`config.mk`:
```
export PLATFORM = sky130hd
export DESIGN_NAME = id_exe_stage_reg
export DESIGN_NICKNAME = d
export VERILOG_FILES = /design/src/rtl/id_exe_stage_reg.sv
export SDC_FILE = /design/constraint.sdc
export NUM_CORES = 1
export LEC_CHECK = 0
export CORE_MARGIN = 2
export CORE_UTILIZATION = 30
export DETAILED_ROUTE_END_ITERATION = 10
export SYNTH_ARGS = -nofsm -noshare
export SYNTH_HDL_FRONTEND = slang
export SYNTH_SLANG_ARGS = --single-unit
```
`constraint.sdc`:
```
create_clock -name clk -period 3.3 [get_ports clk]
set_input_delay 0.33 -clock clk [delete_from_list [all_inputs] [get_ports clk]]
set_output_delay 0.33 -clock clk [all_outputs]
set_load 0.005 [all_outputs]
```
`src/rtl/id_exe_stage_reg.sv`:
```
// ID/EX pipeline register with load-use hazard detection, flush/hold handling
// and a saturating count of inserted bubbles.
module id_exe_stage_reg #(
  parameter int XLEN  = 32,
  parameter int CNT_W = 16
) (
  input  logic             clk,
  input  logic             rst,
  input  logic             flush,
  input  logic             hold,
  input  logic             IF_ID_valid,
  input  logic [XLEN-1:0]  IF_ID_PC,
  input  logic [XLEN-1:0]  IF_ID_rs1Data,
  input  logic [XLEN-1:0]  IF_ID_rs2Data,
  input  logic [XLEN-1:0]  IF_ID_imm,
  input  logic [4:0]       IF_ID_rs1,
  input  logic [4:0]       IF_ID_rs2,
  input  logic [4:0]       IF_ID_rd,
  input  logic [2:0]       IF_ID_func3,
  input  logic [8:0]       IF_ID_ctrl,
  output logic             ID_EXE_valid,
  output logic [XLEN-1:0]  ID_EXE_PC,
  output logic [XLEN-1:0]  ID_EXE_rs1Data,
  output logic [XLEN-1:0]  ID_EXE_rs2Data,
  output logic [XLEN-1:0]  ID_EXE_imm,
  output logic [4:0]       ID_EXE_rs1,
  output logic [4:0]       ID_EXE_rs2,
  output logic [4:0]       ID_EXE_rd,
  output logic [2:0]       ID_EXE_func3,
  output logic [8:0]       ID_EXE_ctrl,
  output logic             hazard_stall,
  output logic [CNT_W-1:0] bubble_count
);

  // ctrl packing: {regWrite, memRead, memWrite, memToReg, aluSrc, branch, jump, aluOp[1:0]}
  localparam int MEM_READ_BIT = 7;

  logic load_use;

  assign load_use = ID_EXE_valid && ID_EXE_ctrl[MEM_READ_BIT] && (ID_EXE_rd != 5'd0) &&
                    IF_ID_valid && ((ID_EXE_rd == IF_ID_rs1) || (ID_EXE_rd == IF_ID_rs2));

  // A squashed consumer cannot depend on anything, so flush masks the stall.
  assign hazard_stall = load_use && !flush;

  // NOTE: state uses non-blocking assignments so every register samples the
  // pre-edge values, making the order of statements irrelevant.
  always_ff @(posedge clk or negedge rst) begin
    if (!rst) begin
      ID_EXE_valid   <= 1'b0;
      ID_EXE_PC      <= '0;
      ID_EXE_rs1Data <= '0;
      ID_EXE_rs2Data <= '0;
      ID_EXE_imm     <= '0;
      ID_EXE_rs1     <= '0;
      ID_EXE_rs2     <= '0;
      ID_EXE_rd      <= '0;
      ID_EXE_func3   <= '0;
      ID_EXE_ctrl    <= '0;
      bubble_count   <= '0;
    end else if (flush) begin
      ID_EXE_valid <= 1'b0;
      ID_EXE_ctrl  <= '0;
      ID_EXE_rd    <= '0;
      ID_EXE_rs1   <= '0;
      ID_EXE_rs2   <= '0;
    end else if (!hold) begin
      if (load_use) begin
        ID_EXE_valid <= 1'b0;
        ID_EXE_ctrl  <= '0;
        ID_EXE_rd    <= '0;
        ID_EXE_rs1   <= '0;
        ID_EXE_rs2   <= '0;
        if (bubble_count != {CNT_W{1'b1}})
          bubble_count <= bubble_count + 1'b1;
      end else begin
        ID_EXE_valid   <= IF_ID_valid;
        ID_EXE_PC      <= IF_ID_PC;
        ID_EXE_rs1Data <= IF_ID_rs1Data;
        ID_EXE_rs2Data <= IF_ID_rs2Data;
        ID_EXE_imm     <= IF_ID_imm;
        ID_EXE_rs1     <= IF_ID_rs1;
        ID_EXE_rs2     <= IF_ID_rs2;
        ID_EXE_func3   <= IF_ID_func3;
        // An invalid slot must never look like it writes anything.
        ID_EXE_rd      <= IF_ID_valid ? IF_ID_rd : 5'd0;
        ID_EXE_ctrl    <= IF_ID_valid ? IF_ID_ctrl : 9'd0;
      end
    end
  end

endmodule
```
==> results.py <==
metrics = {
    "worst_setup_path": {
        "crit_required_ps": 2970,
        "arrival_ps": 2370,
        "crit_top_cell": "nor2b_1",
        "endpoint_kind": "output port",
        "slowest_delay_ps": 530,
        "crit_fanout": 5,
        "critPathKind": "register to output port",
        "slowest_stage": "clkdlybuf4s50_1",
        "crit_chain": "xnor2_1 > nand3_1 > o22ai_4 > nor2b_1 > nor2b_1 > clkdlybuf4s50_1",
        "start_kind": "register",
    },
    "sta": {
        "rsz0062_at_grt": "no",
        "finalCriticalPeriod_ps": 2700,
        "tightest_slew_ps": 869,
        "fin_crit_sh": 0.819,
        "report.final.setup_viol": 0,
        "finalMaxSlewViolations": 0,
        "final-hold-violation-count": 0,
        "clock.fmax_mhz": 370,
        "finClkSkew_ps": 9.65,
        "tns_ps": 0,
        "relSlewSlack": 0.418,
    },
    "floorplan": {
        "rows": 57,
        "start_util": 0.303,
        "core-area_um2": 24100,
        "ios": 333,
        "fp.dieH_um": 160,
        "die_area_um2": 25600,
        "die_w_um": 160,
    },
    "layout": {
        "fillers": 2236,
        "fin_area_um2": 11600,
        "multiInputGateArea_um2": 2780,
        "drive_gt1_frac": 0.218,
        "fin_util": 0.482,
        "register_area_um2": 4300,
        "final_cells": 1166,
        "nNetsFinal": 990,
        "syn_to_final_growth_pct": 58.8,
    },
    "cts": {
        "cts_resized": 0,
        "cts_buffers": 17,
        "cts_setup_buffers": 0,
        "clock_sinks": 172,
        "cts_tree": "yes",
        "clk_pin_slew_ps": 70,
        "root_buffer": "clkbuf_16",
        "cts-hold-fix-buffers": 1,
        "clock_latency_ps": 420,
        "htree_num_levels": 4,
        "clk_path_buf_depth": 2,
    },
    "route": {
        "finalWirelength_mm": 21.4,
        "ant_nets": 0,
        "dr.pass1.iters": 4,
        "drt_drc_violations_left": 0,
        "viasPerCell": 4.47,
        "detailroute.via_count": 5211,
        "wl_per_cell_um": 18.4,
        "dr.first_iter.drc_count": 172,
    },
    "grt": {
        "grt_pass1_vias": 5441,
        "grt_overflow": 0,
        "grt_pass1_wl_mm": 33.5,
        "grt_start_max_net_pins": 69,
        "antenna_found_initial": 1,
        "grt_usage": 0.169,
    },
    "pwr": {
        "vdd_drop_max_mv": 0.351,
        "total_power_mw": 5.78,
        "leakagePower_nw": 4.87,
        "p_per_area_nw_per_um2": 498,
    },
    "logic_synthesis": {
        "syn_area_per_cell_um2": 14.9,
        "synth_cell_types": 31,
        "syn_area_um2": 7310,
        "synth_nets": 651,
        "synth_top_area_cell": "dfrtp_1",
        "yosysTopAreaCellShare": 0.589,
        "yosysWarnings": 0,
        "synth.yosys.seq_area_share": 0.589,
        "postSynthCellCount": 490,
        "ys_ff_latch": 172,
        "synth_area_leaders": "dfrtp_1 59%, mux2_4 18%, mux2_2 6.5%",
    },
    "place": {
        "hpwl_mm": 15.9,
        "io_buffers": 332,
        "place_area_um2": 11000,
        "place_inst": 1133,
        "place.gp.congestion": 0.760,
    },
    "run": {
        "cap_violations": 0,
    },
    "worst_hold_path": {
        "hold_class": "input port to register",
    },
    "run_status": {
        "outcome": "complete, no violations",
    },
}
==> state kept, by name, summed over array words and instances, names as in the netlist <==
name and count:
ID_EXE_PC 32, ID_EXE_ctrl 9, ID_EXE_func3 3, ID_EXE_imm 32, ID_EXE_rd 5, ID_EXE_rs1 5
ID_EXE_rs1Data 32, ID_EXE_rs2 5, ID_EXE_rs2Data 32, ID_EXE_valid 1, bubble_count 16
==> synthesized netlist by cell type, drive strengths merged <==
cell type,n
nor4,4
nand3,7
or2,1
nand4,10
clkbuf,11
a21bo,1
nor2,7
xor2,1
dfrtp,172
and3,2
o41ai,11
o22ai,1
nand3b,21
o21ai,14
a31oi,1
nand2,28
inv,14
nor3,1
nand4bb,1
nor2b,4
ha,1
xnor2,24
buf,17
or3,1
nand4b,1
mux2,132
nor4b,1
and4,1
==> routing by layer <==
metal / global-route usage / vias to the layer above / share of wire
met1: 0.224 / 2606 / 0.45
met4: 0.0438 / 0 / 0.013
met2: 0.272 / 202 / 0.47
met3: 0.0486 / 14 / 0.070
li1: - / 2389 / -
met5: 0 / - / 0
==> worst paths after layout <==
| kind | from | to | slack, ps | cells after the start |
|---|---|---|---|---|
| max in group asynchronous | rst | ID_EXE_ctrl[4]$_DFFE_PN0P_ | 2070 | 3 |
| min reg2reg | ID_EXE_rs2[3]$_DFFE_PN0P_ | ID_EXE_rs2[3]$_DFFE_PN0P_ | 480 | 2 |
| max | ID_EXE_rd[0]$_DFFE_PN0P_ | hazard_stall | 600 | 6 |
| min in group asynchronous | rst | bubble_count[8]$_DFFE_PN0P_ | 490 | 2 |
| min | IF_ID_ctrl[6] | ID_EXE_ctrl[6]$_DFFE_PN0P_ | 480 | 3 |
| max reg2reg | ID_EXE_rd[0]$_DFFE_PN0P_ | ID_EXE_rs2Data[16]$_DFFE_PN0P_ | 960 | 7 |
==> critical path: cells and delay by family (launching register included) <==
kind | cells | cell delay (ps)
buffers and inverters | 1 | 530
XOR/XNOR | 1 | 190
flip-flops | 1 | 460
AO/OA/AOI/OAI | 1 | 200
AND/OR/NAND/NOR | 3 | 570
==> layout by cell type, fill, tap and decap left out, types with 2 or more instances in the layout <==
cell,netlist,final
nor2b_1,4,4
nand2_1,28,28
inv_1,14,14
nand3_1,7,7
inv_8,0,2
mux2_2,42,42
o41ai_1,11,11
and3_1,2,2
nor2_1,7,7
buf_4,1,11
clkinv_4,0,2
dfrtp_1,172,172
nor4_1,4,4
nand4_1,10,10
nand3b_1,21,21
inv_6,0,4
xnor2_1,24,24
clkdlybuf4s50_1,0,331
buf_12,0,4
clkinvlp_4,0,3
o21ai_0,14,14
mux2_4,90,90
clkbuf_16,0,17
==> logic make-up after synthesis <==
logic type / after synthesis / synth area share
muxes: 132 / 0.250
buffers and inverters: 42 / 0.0325
DFF: 172 / 0.589
xor gates and xnor gates: 25 / 0.0300
AOI/OAI and AO/OA: 28 / 0.0286
and+or+nand+nor: 90 / 0.0690
adders and majority gates: 1 / 0.00171
==> final cells by class <==
cell class                      count  area share
Antenna cell                        1    0.000216
Clock buffer                       18      0.0378
Clock inverter                     13      0.0114
Inverter                           14     0.00453
Multi-Input combinational cell    276       0.239
Sequential cell                   172       0.371
Tap cell                          324      0.0349
Timing Repair Buffer              348       0.301
==> power by group <==
part	switching, mW	total [mW]	internal [mW]	leakage (nW)
clock network	0.913	1.99	1.08	0.274
registers	0.140	2.50	2.36	2.10
logic	0.384	1.29	0.906	2.49
total	1.44	5.78	4.34	4.87
==> metrics by stage <==
| stage | setup WS (ps) | hold slack [ps] |
|---|---|---|
| 2_1_floorplan | 1370 | 34.4 |
| 3_3_place_gp | 580 | 399 |
| 3_5_place_dp | 555 | 393 |
| 4_1_cts | 565 | 462 |
| 5_1_grt | 367 | 479 |
| 6_report | 597 | 479 |
(Power assumes the default switching activity.)
